[src/rtl/rf_ctrl_pkg.sv]
// ============================================================================
// Module   : rf_ctrl_pkg
// Brief    : Shared widths and types for the register-file write-port control.
// Revision : 1.0
// ============================================================================
`default_nettype none

package rf_ctrl_pkg;

    localparam int XLEN   = 32;
    localparam int NREG   = 32;
    localparam int REG_AW = $clog2(NREG);

    typedef enum logic {
        ARB_NORMAL   = 1'b0,
        ARB_FORCE_LU = 1'b1
    } arb_state_e;

    typedef logic [REG_AW-1:0] reg_addr_t;

endpackage : rf_ctrl_pkg

`default_nettype wire

[src/rtl/rf_scoreboard.sv]
// ============================================================================
// Module   : rf_scoreboard
// Brief    : Pending-destination vector with set/clear and three lookups.
// Revision : 1.0
// ============================================================================
`default_nettype none

module rf_scoreboard
    import rf_ctrl_pkg::*;
(
    input  logic            i_clk,
    input  logic            i_rst_n,
    input  logic            i_set_en,
    input  reg_addr_t       i_set_addr,
    input  logic            i_clr_en,
    input  reg_addr_t       i_clr_addr,
    input  reg_addr_t       i_rs1_addr,
    input  reg_addr_t       i_rs2_addr,
    input  reg_addr_t       i_rd_addr,
    output logic [NREG-1:0] o_pending,
    output logic            o_rs1_hit,
    output logic            o_rs2_hit,
    output logic            o_rd_hit
);

    localparam logic [NREG-1:0] c_ONE = {{(NREG-1){1'b0}}, 1'b1};

    logic [NREG-1:0] r_pending;
    logic [NREG-1:0] w_set_mask;
    logic [NREG-1:0] w_clr_mask;
    logic [NREG-1:0] w_next;

    always_comb begin
        w_set_mask = i_set_en ? (c_ONE << i_set_addr) : '0;
        w_clr_mask = i_clr_en ? (c_ONE << i_clr_addr) : '0;
        // Set is applied after clear so a same-register set/clear keeps it pending.
        w_next     = ((r_pending & ~w_clr_mask) | w_set_mask) & ~c_ONE;
    end

    always_ff @(posedge i_clk or negedge i_rst_n) begin
        if (!i_rst_n) begin
            r_pending <= '0;
        end else begin
            r_pending <= w_next;
        end
    end

    assign o_pending = r_pending;
    assign o_rs1_hit = r_pending[i_rs1_addr];
    assign o_rs2_hit = r_pending[i_rs2_addr];
    assign o_rd_hit  = r_pending[i_rd_addr];

endmodule : rf_scoreboard

`default_nettype wire

[src/rtl/rf_wb_arbiter.sv]
// ============================================================================
// Module   : rf_wb_arbiter
// Brief    : Shares the RF write port between core writeback and the LU, with
//            starvation forcing and a RAW/WAW scoreboard.
// Revision : 1.0
// ============================================================================
`default_nettype none

module rf_wb_arbiter
    import rf_ctrl_pkg::*;
#(
    parameter int STARVE_LIMIT = 4
) (
    input  logic            i_clk,
    input  logic            i_rst_n,
    input  logic            i_core_wren,
    input  reg_addr_t       i_core_rd_addr,
    input  logic [XLEN-1:0] i_core_rd_data,
    input  reg_addr_t       i_core_rs1_addr,
    input  reg_addr_t       i_core_rs2_addr,
    input  logic            i_lu_issue,
    input  reg_addr_t       i_lu_issue_rd,
    input  logic            i_lu_valid,
    input  reg_addr_t       i_lu_rd_addr,
    input  logic [XLEN-1:0] i_lu_rd_data,
    output logic            o_lu_ready,
    output logic            o_core_stall,
    output logic            o_hazard,
    output logic            o_rd_wren,
    output reg_addr_t       o_rd_addr,
    output logic [XLEN-1:0] o_rd_data,
    output logic [NREG-1:0] o_pending
);

    localparam int                c_CNT_W     = $clog2(STARVE_LIMIT + 1);
    localparam logic [c_CNT_W-1:0] c_CNT_LAST = c_CNT_W'(STARVE_LIMIT - 1);

    arb_state_e         r_state;
    logic [c_CNT_W-1:0] r_wait_cnt;

    logic w_rs1_hit;
    logic w_rs2_hit;
    logic w_rd_hit;
    logic w_hazard;
    logic w_stall;
    logic w_core_eff;
    logic w_lu_grant;
    logic w_issue_set;
    logic w_lu_clr;

    always_comb begin
        w_hazard    = w_rs1_hit | w_rs2_hit | (i_core_wren & w_rd_hit);
        w_stall     = w_hazard | ((r_state == ARB_FORCE_LU) & i_lu_valid);
        w_core_eff  = i_core_wren & ~w_stall & i_rst_n;
        w_lu_grant  = i_lu_valid & i_rst_n & ((r_state == ARB_FORCE_LU) | ~w_core_eff);
        w_issue_set = i_lu_issue & ~w_stall & (i_lu_issue_rd != '0);
        w_lu_clr    = w_lu_grant & (i_lu_rd_addr != '0);
    end

    // Writes to x0 still occupy the port and complete the handshake, but never reach the RF.
    always_comb begin
        o_rd_wren = 1'b0;
        o_rd_addr = '0;
        o_rd_data = '0;
        if (w_lu_grant) begin
            o_rd_wren = (i_lu_rd_addr != '0);
            o_rd_addr = i_lu_rd_addr;
            o_rd_data = i_lu_rd_data;
        end else if (w_core_eff) begin
            o_rd_wren = (i_core_rd_addr != '0);
            o_rd_addr = i_core_rd_addr;
            o_rd_data = i_core_rd_data;
        end
    end

    always_ff @(posedge i_clk or negedge i_rst_n) begin
        if (!i_rst_n) begin
            r_state    <= ARB_NORMAL;
            r_wait_cnt <= '0;
        end else begin
            case (r_state)
                ARB_NORMAL: begin
                    if (i_lu_valid && !w_lu_grant) begin
                        r_wait_cnt <= r_wait_cnt + 1'b1;
                        if (r_wait_cnt == c_CNT_LAST) begin
                            r_state <= ARB_FORCE_LU;
                        end
                    end else begin
                        r_wait_cnt <= '0;
                    end
                end
                ARB_FORCE_LU: begin
                    if (w_lu_grant || !i_lu_valid) begin
                        r_state    <= ARB_NORMAL;
                        r_wait_cnt <= '0;
                    end
                end
                default: begin
                    r_state    <= ARB_NORMAL;
                    r_wait_cnt <= '0;
                end
            endcase
        end
    end

    rf_scoreboard u_scoreboard (
        .i_clk      (i_clk),
        .i_rst_n    (i_rst_n),
        .i_set_en   (w_issue_set),
        .i_set_addr (i_lu_issue_rd),
        .i_clr_en   (w_lu_clr),
        .i_clr_addr (i_lu_rd_addr),
        .i_rs1_addr (i_core_rs1_addr),
        .i_rs2_addr (i_core_rs2_addr),
        .i_rd_addr  (i_core_rd_addr),
        .o_pending  (o_pending),
        .o_rs1_hit  (w_rs1_hit),
        .o_rs2_hit  (w_rs2_hit),
        .o_rd_hit   (w_rd_hit)
    );

    assign o_lu_ready   = w_lu_grant;
    assign o_core_stall = w_stall;
    assign o_hazard     = w_hazard;

endmodule : rf_wb_arbiter

`default_nettype wire

[config.mk]
export PLATFORM = sky130hd
export DESIGN_NAME = rf_wb_arbiter
export DESIGN_NICKNAME = d
export VERILOG_FILES = /design/src/rtl/rf_ctrl_pkg.sv /design/src/rtl/rf_scoreboard.sv /design/src/rtl/rf_wb_arbiter.sv
export SDC_FILE = /design/constraint.sdc
export NUM_CORES = 1
export LEC_CHECK = 0
export CAP_MARGIN = 20
export CORE_MARGIN = 1.5
export CORE_UTILIZATION = 41
export DETAILED_ROUTE_END_ITERATION = 8
export PLACE_DENSITY_LB_ADDON = 0.12
export SKIP_CTS_REPAIR_TIMING = 1
export SYNTH_ARGS = -nofsm -noshare
export SYNTH_HDL_FRONTEND = slang
export SYNTH_SLANG_ARGS = --single-unit
[constraint.sdc]
create_clock -name i_clk -period 7.8 [get_ports i_clk]
set_input_delay 2.34 -clock i_clk [delete_from_list [all_inputs] [get_ports i_clk]]
set_output_delay 2.34 -clock i_clk [all_outputs]
set_load 0.1 [all_outputs]
==> qor.yml <==
outcome: "completed"
grtUsageTotal_pct: 33.2
ys_ff_latch: 35
drive_above_1_share_pct: 18.8
hp-class: "reg -> reg"
grt_pass1_wl_mm: 21.4
skew_ps: 6.70
drc: 0
cts_buffer_depth: 2
cts-root-buf: "clkbuf_8"
crit_required_ps: 5460
htree_levels: 2
diodes: 0
yosysSeqAreaShare_pct: 27.3
finalCritPeriodShare_pct: 98.6
grt_pass1_vias: 4026
final_common_cell: "clkdlybuf4s50_1"
first_iter_violations: 436
cts_buffers: 5
synth_fp_nets: 482
core-area_sq_um: 7650
hold_path_depth: 2
netlist_area_sq_um: 3200
dieArea_sq_um: 8350
worstPathMaxFanout: 19
syn_avg_cell_area_sq_um: 8.30
r2r-start: "u_scoreboard.o_pending[11]$_DFF_PN0_"
synth_edf_count: 0
initial_utilization_pct: 41.9
synth-async-reset-ratio_pct: 100
synth_cell_types: 48
die_h_um: 91.4
clk_pin_slew_ps: 70
clock_sinks: 35
mostFrequentLayoutCells: "clkdlybuf4s50_1, buf_12, nand2_1"
final_util_pct: 74.9
arrival_ps: 5350
vias: 4102
cts_tree: "yes"
hold_path_startpoint: "r_wait_cnt[2]$_DFFE_PN0P_"
powerDensity_nw_per_um2: 194
grt_overflow: 0
final_net_count: 653
maxSlewViolCount: 0
fmax_ghz: 0.130
synth_warnings: 0
cap_violations: 0
die_w_um: 91.4
p_leak_nw: 2.41
ir_drop_uv: 91.2
slew_headroom_pct: 25.2
reg2reg_to: "u_scoreboard.o_pending[18]$_DFF_PN0_"
rows: 32
reg2regPathDepth: 8
io-pin-count: 167
area_growth_pct: 78.8
hold_path_end: "r_wait_cnt[2]$_DFFE_PN0P_"
end_kind: "primary output"
critPathLaunchType: "input port"
antenna_found_initial: 0
r2r_slack_ps: 4640
dr.pass1.iters: 7
criticalPathCategory: "in -> out"
gp_congestion: 0.988
dpl_worst_slack_ps: -284
finalHoldViolCount: 0
synth_cells: 386
port_buffers: 165
synth-main-ff-cell: "dfrtp_1"
tightest_slew_ps: 1120
grt_max_degree: 40
setup_viol: 0
wl_per_cell_um: 21.6
tns_ps: 0
routed_wl_mm: 14.2
finalWorstSetupSlack_ps: 109
viasPerCell: 6.22
antenna_left: 0
clk_latency_ps: 290
power_mw: 1.11
fin_crit_ps: 7690
dpl.hpwl_mm: 11.1
-- cell families after synthesis --
group | Yosys count | synth area share [%]
AO/OA/AOI/OAI | 133 | 30.2
AND/OR/NAND/NOR | 113 | 18.3
buffers and inverters | 71 | 8.79
flip-flops | 35 | 27.3
multiplexers | 30 | 14.2
adder cells (fa/ha/maj) | 2 | 0.781
other | 1 | 0.117
XOR/XNOR | 1 | 0.273
-- cells in the mapped netlist (all sizes together), types with 5 or more instances --
cell type   n  area [sq um]
inv        41           154
nand2      42           158
a22o       38           333
a21oi      30           150
or3         5          31.3
nor3        5          25.0
mux2i      14           140
a211oi      6          45.0
nor3b       5          37.5
nor2       12          45.0
clkbuf     19          71.3
mux4       12           270
nor2b      10          62.6
nand3      10          50.1
nand2b      8          50.1
nand4       5          31.3
buf        11          56.3
o22ai      29           181
dfrtp      35           876
-- area by class of cell --
class / instances / area [sq um]
inverters: 41 / 154
flip-flops and latches: 35 / 876
well taps: 102 / 128
clock inverters: 3 / 43.8
fillers: 551 / 1920
multi-input cells: 282 / 2140
repair buffers: 192 / 2310
clock buffers: 5 / 68.8
-- worst max-delay path, cell delays in order --
cell and delay (ps):
clkdlybuf4s50_1 590, buf_4 240, a2111oi_0 360, a2111oi_0 130
a311o_1 410, nor4_4 400, buf_4 200, a21oi_4 60
buf_12 190, a22o_1 270, buf_12 170
-- flip-flops by register name, indices dropped and copies added (netlist names) --
name / flops
r_state: 1
u_scoreboard.o_pending: 31
r_wait_cnt: 3
-- where the power goes --
part / internal [mW] / total, mW / switching, mW
combinational: 0.221 / 0.679 / 0.458
sequential: 0.215 / 0.268 / 0.0531
clock: 0.0951 / 0.165 / 0.0700
-- routing by layer --
metal	part of all wire, %	global-route usage (%)	vias to the layer above
li1	-	-	1809
met1	34	38.1	1926
met2	52	59.6	311
met3	9.8	5.28	56
met4	4.6	15.9	0
met5	0	0	-
-- how the worst max path moves through the flow --
| stage | slack [ps] | to | from | cells past startpoint |
|---|---|---|---|---|
| 5_1_grt | -5 | o_rd_data[5] | i_core_rs2_addr[2] | 12 |
| 4_1_cts | -300 | o_rd_data[29] | i_core_rs2_addr[2] | 8 |
| 3_3_place_gp | -300 | o_rd_data[29] | i_core_rs2_addr[2] | 8 |
| 3_5_place_dp | -280 | o_rd_data[29] | i_core_rs2_addr[2] | 8 |
| 6_report | 110 | o_rd_data[7] | i_core_rs2_addr[2] | 11 |
| 2_1_floorplan | 50 | o_rd_addr[0] | i_core_rs2_addr[0] | 8 |
-- through the flow --
step           instances  hold WS (ps)  instance area [sq um]
5_1_grt              660           628                   5730
3_3_place_gp         646           539                   5470
6_report             660           598                   5730
2_1_floorplan        386           516                   3210
3_5_place_dp         646           586                   5470
4_1_cts              654           599                   5580
Power figures use the tool's default switching activity.
